<file path="config.mk">
export PLATFORM = sky130hd
export DESIGN_NAME = prm_rdout_seq_flat
export DESIGN_NICKNAME = d
export VERILOG_FILES = /design/src/rtl/prm_rdout_seq_if.sv /design/src/rtl/prm_rdout_seq.sv /design/src/flat_wrapper.sv
export SDC_FILE = /design/constraint.sdc
export NUM_CORES = 1
export LEC_CHECK = 0
export CAP_MARGIN = 20
export CORE_UTILIZATION = 43
export DETAILED_ROUTE_END_ITERATION = 10
export GPL_ROUTABILITY_DRIVEN = 0
export PLACE_DENSITY = 0.88
export SYNTH_ARGS = -nofsm -noshare
export SYNTH_HDL_FRONTEND = slang
export SYNTH_SLANG_ARGS = --single-unit
export TNS_END_PERCENT = 100
</file>
<file path="constraint.sdc">
create_clock -name CLK -period 1.93 [get_ports CLK]
set_input_delay 0.4825 -clock CLK [delete_from_list [all_inputs] [get_ports CLK]]
set_output_delay 0.4825 -clock CLK [all_outputs]
set_load 0.01 [all_outputs]
</file>
<file path="src/rtl/prm_rdout_seq_if.sv">
// Result-word stream from prm_rdout_seq toward host-side capture logic.
interface prm_rdout_seq_if;
    logic [31:0] m_data;
    logic [5:0]  m_idx;
    logic        m_valid;
    logic        m_ready;
    logic        m_last;

    modport master (output m_data, m_idx, m_valid, m_last, input m_ready);
    modport slave  (input m_data, m_idx, m_valid, m_last, output m_ready);
endinterface

</file>
<file path="src/rtl/prm_rdout_seq.sv">
// Readout sequencer: loads the accumulator query word, then scans its 64 result words onto a stream.
// Define PRM_RDOUT_POPCNT_EN to accumulate the set-bit total of the scanned words on popcnt.
module prm_rdout_seq #(
    parameter int unsigned XW     = 4,
    parameter int unsigned YW     = 5,
    parameter int unsigned ZW     = 5,
    parameter int unsigned SETTLE = 2
) (
    input  logic                CLK,
    input  logic                RST_n,
    input  logic                start,
    input  logic [XW+YW+ZW-1:0] xyz_cfg,
    output logic                busy,
    output logic                done,
    output logic [XW+YW+ZW-1:0] xyzInput,
    output logic [1:0]          sel1,
    output logic [7:0]          sel2,
    input  logic [31:0]         result_imp,
    prm_rdout_seq_if.master     m_if,
    output logic [11:0]         popcnt
);
    localparam int unsigned QW = XW + YW + ZW;

    typedef enum logic [1:0] {IDLE, LOAD, FETCH, SEND} state_t;

    state_t        state_q, state_d;
    logic [QW-1:0] xyz_q, xyz_d;
    logic [5:0]    idx_q, idx_d;
    logic [7:0]    cnt_q, cnt_d;
    logic          busy_q, busy_d;
    logic          done_q, done_d;
    logic [31:0]   data_q, data_d;
    logic [5:0]    midx_q, midx_d;
    logic          valid_q, valid_d;
    logic          last_q, last_d;
    logic          accept_start;

    assign accept_start = (state_q == IDLE) && start;

    always_comb begin
        state_d = state_q;
        xyz_d   = xyz_q;
        idx_d   = idx_q;
        cnt_d   = cnt_q;
        busy_d  = busy_q;
        done_d  = 1'b0;
        data_d  = data_q;
        midx_d  = midx_q;
        valid_d = valid_q;
        last_d  = last_q;
        case (state_q)
            IDLE: begin
                if (accept_start) begin
                    state_d = LOAD;
                    xyz_d   = xyz_cfg;
                    idx_d   = '0;
                    cnt_d   = 8'(SETTLE - 1);
                    busy_d  = 1'b1;
                end
            end
            LOAD: begin
                if (cnt_q == '0) state_d = FETCH;
                else             cnt_d   = cnt_q - 8'd1;
            end
            FETCH: begin
                // result_imp has had a full cycle to settle on the registered selects
                state_d = SEND;
                data_d  = result_imp;
                midx_d  = idx_q;
                last_d  = (idx_q == 6'd63);
                valid_d = 1'b1;
            end
            SEND: begin
                if (valid_q && m_if.m_ready) begin
                    valid_d = 1'b0;
                    if (idx_q == 6'd63) begin
                        state_d = IDLE;
                        busy_d  = 1'b0;
                        done_d  = 1'b1;
                    end else begin
                        state_d = FETCH;
                        idx_d   = idx_q + 6'd1;
                    end
                end
            end
            default: state_d = IDLE;
        endcase
    end

    always_ff @(posedge CLK or negedge RST_n) begin
        if (!RST_n) begin
            state_q <= IDLE;
            xyz_q   <= '0;
            idx_q   <= '0;
            cnt_q   <= '0;
            busy_q  <= 1'b0;
            done_q  <= 1'b0;
            data_q  <= '0;
            midx_q  <= '0;
            valid_q <= 1'b0;
            last_q  <= 1'b0;
        end else begin
            state_q <= state_d;
            xyz_q   <= xyz_d;
            idx_q   <= idx_d;
            cnt_q   <= cnt_d;
            busy_q  <= busy_d;
            done_q  <= done_d;
            data_q  <= data_d;
            midx_q  <= midx_d;
            valid_q <= valid_d;
            last_q  <= last_d;
        end
    end

    assign busy         = busy_q;
    assign done         = done_q;
    assign xyzInput     = xyz_q;
    assign sel1         = idx_q[5:4];
    assign sel2         = {4'b0000, idx_q[3:0]};
    assign m_if.m_data  = data_q;
    assign m_if.m_idx   = midx_q;
    assign m_if.m_valid = valid_q;
    assign m_if.m_last  = last_q;

`ifdef PRM_RDOUT_POPCNT_EN
    logic [11:0] pop_q;
    logic [5:0]  ones;

    always_comb begin
        ones = '0;
        for (int unsigned i = 0; i < 32; i++) ones = ones + 6'(result_imp[i]);
    end

    always_ff @(posedge CLK or negedge RST_n) begin
        if (!RST_n)                 pop_q <= '0;
        else if (accept_start)      pop_q <= '0;
        else if (state_q == FETCH)  pop_q <= pop_q + 12'(ones);
    end

    assign popcnt = pop_q;
`else
    assign popcnt = '0;
`endif
endmodule
</file>
<file path="src/flat_wrapper.sv">
// flat-port wrapper written by rule: the top's interface ports become plain ports
module prm_rdout_seq_flat 
#(
    parameter int unsigned XW     = 4,
    parameter int unsigned YW     = 5,
    parameter int unsigned ZW     = 5,
    parameter int unsigned SETTLE = 2
)
  (CLK, RST_n, start, xyz_cfg, busy, done, xyzInput, sel1, sel2, result_imp, popcnt, m_if_m_data, m_if_m_idx, m_if_m_valid, m_if_m_last, m_if_m_ready);
  prm_rdout_seq_if m_if_i ();
  input  logic CLK;
  input  logic RST_n;
  input  logic start;
  input  logic [XW+YW+ZW-1:0] xyz_cfg;
  output logic busy;
  output logic done;
  output logic [XW+YW+ZW-1:0] xyzInput;
  output logic [1:0] sel1;
  output logic [7:0] sel2;
  input  logic [31:0] result_imp;
  output logic [11:0] popcnt;
  output wire logic [$bits(m_if_i.m_data)-1:0] m_if_m_data;
  output wire logic [$bits(m_if_i.m_idx)-1:0] m_if_m_idx;
  output wire logic [$bits(m_if_i.m_valid)-1:0] m_if_m_valid;
  output wire logic [$bits(m_if_i.m_last)-1:0] m_if_m_last;
  input wire logic [$bits(m_if_i.m_ready)-1:0] m_if_m_ready;
  assign m_if_m_data = m_if_i.m_data;
  assign m_if_m_idx = m_if_i.m_idx;
  assign m_if_m_valid = m_if_i.m_valid;
  assign m_if_m_last = m_if_i.m_last;
  assign m_if_i.m_ready = m_if_m_ready;
  prm_rdout_seq #(.XW(XW), .YW(YW), .ZW(ZW), .SETTLE(SETTLE)) u_core (.CLK(CLK), .RST_n(RST_n), .start(start), .xyz_cfg(xyz_cfg), .busy(busy), .done(done), .xyzInput(xyzInput), .sel1(sel1), .sel2(sel2), .result_imp(result_imp), .m_if(m_if_i), .popcnt(popcnt));
endmodule
</file>
==> load_flow_metrics.sql <==
INSERT INTO impl_metrics (metric_group, metric, value, unit) VALUES
('run_status', 'outcome', 'finished clean', ''),
('cts', 'clock_pin_slew_on_the_worst_setup_and_hold_paths', '0.08', 'ns'),
('routing', 'final_wl', '7310', 'um'),
('cts', 'cts.path.max_buffers', '2', ''),
('critical_path', 'worst_setup_endpoint', 'sel1[0]', ''),
('synthesis', 'number_of_synthesized_flops_with_an_enable_pin', '0', ''),
('critical_path', 'worst-r2r-setup-slack', '0.21', 'ns'),
('critical_path', 'timing.critical_path.to_type', 'output port', ''),
('run', 'max_cap_viol', '0', ''),
('hold_path', 'path_type_of_the_worst_min_delay_path', 'in -> async', ''),
('synthesis', 'synth.avg_cell_area', '11.5', 'sq um'),
('timing', 'timing_hold_violations_final', '0', ''),
('synthesis', 'synthCells', '272', ''),
('timing', 'final.setup.tns', '0', 'ns'),
('critical_path', 'critPathMaxFanout', '7', ''),
('grt', 'grt_util_all_layers', '20.8', '%'),
('critical_path', 'crit_family', 'buffers and inverters', ''),
('routing', 'avgViaCountPerCell', '5.04', ''),
('cells_and_area', 'drive_gt1_share', '19.5', '%'),
('critical_path', 'worstPathRequired', '1.45', 'ns'),
('timing', 'final_max_slew_viol_count', '0', ''),
('synthesis', 'mappedNetlistArea', '3140', 'sq um'),
('cells_and_area', 'nNetsFinal', '450', ''),
('critical_path', 'critical_path.startpoint_type', 'register', ''),
('routing', 'routedWlPerCell', '14.7', 'um'),
('timing', 'slew_headroom', '63.9', '%'),
('floorplan', 'number_of_cell_rows', '30', ''),
('cells_and_area', 'fillers', '547', ''),
('critical_path', 'cpPeakStageDelay', '0.60', 'ns'),
('timing', 'fmaxAchievable', '0.533', 'GHz'),
('cts', 'inserted_clock_buffers', '9', ''),
('timing', 'hold_slack', '0.127', 'ns'),
('grt', 'grt_antenna_before_repair', '0', ''),
('pwr', 'leakage', '2.03', 'nW'),
('critical_path', 'worst_setup_path_startpoint', 'u_core.idx_q[4]', ''),
('cts', 'cts_max_level', '3', ''),
('timing', 'timing.final.crit_period', '1.88', 'ns'),
('floorplan', 'start_util', '45.5', '%'),
('cts', 'cts-root-buf', 'sky130_fd_sc_hd__clkbuf_8', ''),
('critical_path', 'crit_path_cell_trace', 'clkdlybuf4s50_1', ''),
('timing', 'clock-skew-final', '0.00901', 'ns'),
('cts', 'tritoncts_num_sinks', '72', ''),
('critical_path', 'path_buf_inv', '1', ''),
('pwr', 'power-per-cell-area', '1350', 'nW/um^2'),
('routing', 'drc', '0', ''),
('routing', 'ant_nets', '0', ''),
('grt', 'grt_start_max_net_pins', '41', ''),
('floorplan', 'die_w', '87.5', 'um'),
('floorplan', 'die_area', '7650', 'sq um'),
('cts', 'tritoncts_clock_tree', 'built', ''),
('pwr', 'post-layout-total-power', '6.25', 'mW'),
('pwr', 'irDropWorstVdd', '0.899', 'mV'),
('critical_path', 'worstPathArrival', '1.39', 'ns'),
('cts', 'clock_latency', '0.33', 'ns'),
('cells_and_area', 'synthToLayoutAreaGrowth', '47.1', '%'),
('critical_path', 'crit_cells', '1', ''),
('grt', 'grt_pass1_vias', '2591', ''),
('synthesis', 'yosys_register_bits', '72', ''),
('critical_path', 'reg2reg_from', 'u_core.cnt_q[1]', ''),
('placement', 'portBuffers', '111', ''),
('floorplan', 'coreArea', '6910', 'sq um'),
('routing', 'dr_total_vias', '2505', ''),
('synthesis', 'synth.lib_cells_used.distinct', '40', ''),
('synthesis', 'ys_dominant_reg_cell', 'sky130_fd_sc_hd__dfrtp_1', ''),
('synthesis', 'ys_warn_count', '0', ''),
('timing', 'min_period_over_period', '97.2', '%'),
('timing', 'rsz0062_at_grt', 'no', ''),
('critical_path', 'slowest_stage', 'sky130_fd_sc_hd__clkdlybuf4s50_1', ''),
('critical_path', 'critical_path_class', 'reg -> out', ''),
('critical_path', 'crit-reg2reg-capture', 'u_core.state_q[0]', ''),
('routing', 'drtIter0Drc', '121', ''),
('grt', 'globalRouteOverflowTotal', '0', ''),
('synthesis', 'share_of_synthesized_registers_carrying_an_async_set_or_reset', '100', '%'),
('routing', 'dr.pass1.iters', '4', ''),
('floorplan', 'vertical_die_dimension', '87.5', 'um'),
('critical_path', 'depth_of_the_worst_register_to_register_path', '5', ''),
('timing', 'setup-violations-final', '0', ''),
('placement', 'detailedPlacementHpwl', '5270', 'um'),
('timing', 'tightestPinTransition', '0.541', 'ns'),
('cells_and_area', 'num_antenna_cells', '0', ''),
('grt', 'grt_first_pass_wirelength', '12100', 'um'),
('synthesis', 'yosysSeqAreaShare', '57.4', '%'),
('floorplan', 'top_level_ports', '128', '');
layout make-up:
class / count / area [sq um] / area share (%)
clock buffer: 11 / 141 / 3.06
clock inverter: 4 / 45.0 / 0.975
inverter: 8 / 30.0 / 0.650
multi-input combinational: 180 / 1220 / 26.4
sequential: 72 / 1800 / 39.1
tap: 96 / 120 / 2.60
timing repair buffer: 126 / 1260 / 27.2
synth_stat cells, types with 3 or more instances:
master	number	share of area (%)
sky130_fd_sc_hd__a21oi_1	7	1.1
sky130_fd_sc_hd__and3_1	3	0.60
sky130_fd_sc_hd__buf_2	5	0.80
sky130_fd_sc_hd__buf_4	16	3.8
sky130_fd_sc_hd__clkbuf_1	6	0.72
sky130_fd_sc_hd__dfrtp_1	72	57
sky130_fd_sc_hd__ha_1	3	1.2
sky130_fd_sc_hd__inv_1	8	0.96
sky130_fd_sc_hd__mux2_2	39	14
sky130_fd_sc_hd__mux2i_1	3	0.96
sky130_fd_sc_hd__nand2_1	50	6.0
sky130_fd_sc_hd__nand3_1	7	1.1
sky130_fd_sc_hd__nand4_1	4	0.80
sky130_fd_sc_hd__nor2_1	5	0.60
sky130_fd_sc_hd__nor3_1	4	0.64
sky130_fd_sc_hd__o21ai_0	9	1.4
logic make-up after synthesis:
logic type | Yosys count | synth area share [%]
and+or+nand+nor | 87 | 13.4
muxes | 42 | 14.9
adders and majority gates | 3 | 1.20
DFF | 72 | 57.4
buffers and inverters | 35 | 6.29
other | 1 | 0.119
AOI/OAI and AO/OA | 32 | 6.65
where the power goes:
part | switching, mW | leakage, nW | internal, mW | total [mW]
clock network | 0.526 | 0.0989 | 0.619 | 1.15
registers | 0.368 | 0.865 | 2.04 | 2.41
logic | 1.07 | 1.07 | 1.62 | 2.69
total | 1.97 | 2.03 | 4.28 | 6.25
registers in the layout, indices dropped and copies added, names as in the netlist:
| name | cells |
|---|---|
| u_core.idx_q | 6 |
| u_core.cnt_q | 8 |
| u_core.xyzInput | 14 |
| u_core.busy | 1 |
| u_core.m_if.m_data | 32 |
| u_core.m_if.m_valid | 1 |
| u_core.m_if.m_idx | 6 |
| u_core.m_if.m_last | 1 |
| u_core.done | 1 |
| u_core.state_q | 2 |
worst min-delay path by stage:
| stage | from | end | slack, ns | depth (start not counted) |
|---|---|---|---|---|
| final | RST_n | u_core.m_if.m_data[25] | 0.13 | 1 |
| after global routing | RST_n | u_core.m_if.m_data[25] | 0.14 | 1 |
| after floorplan | RST_n | u_core.busy | 0.19 | 0 |
| after CTS | RST_n | u_core.m_if.m_data[25] | 0.12 | 1 |
| after detailed placement | u_core.xyzInput[2] | u_core.xyzInput[2] | 0.47 | 2 |
| after global placement | u_core.xyzInput[2] | u_core.xyzInput[2] | 0.46 | 2 |
metrics by stage:
stage | instance area (sq um) | cells | util (%) | setup WS [ns]
5_1_grt | 4620 | 497 | 66.9 | 0.00704
6_report | 4620 | 497 | 66.9 | 0.0549
3_3_place_gp | 4420 | 482 | 64.0 | 0.0136
4_1_cts | 4600 | 497 | 66.7 | 0.00868
3_5_place_dp | 4420 | 482 | 64.0 | -0.00380
2_1_floorplan | 3200 | 287 | - | 0.159
what timing repair did:
| action | CTS | global route |
|---|---|---|
| endpoints found under the setup margin | 1 | 3 |
| gates resized for setup | 1 | 4 |
| buffers inserted | 0 | 0 |
| hold buffers | 0 | 0 |
placed cells by master, fill, tap and decap left out, drive strengths merged, types with 2 or more instances in the layout:
cell type	instances
buf	16
nor3	4
dfrtp	72
nand3	7
or4b	2
nand2	50
o31ai	2
clkbuf	11
nand4	4
mux2i	3
ha	3
conb	16
clkdlybuf4s50	110
mux2	39
o21ai	9
a31oi	2
clkinv	3
nor2	5
or4	2
a21o	2
and3	3
a211o	2
a21oi	7
inv	8
or3	2
nor3b	2
layer usage:
| layer | vias up | global-route usage, % | part of all wire, % |
|---|---|---|---|
| li1 | 1164 | - | - |
| met1 | 1220 | 24.8 | 40 |
| met2 | 112 | 34.4 | 51 |
| met3 | 9 | 6.64 | 7.3 |
| met4 | 0 | 8.94 | 0.99 |
| met5 | - | 0 | 0 |
(Power assumes the default switching activity.)
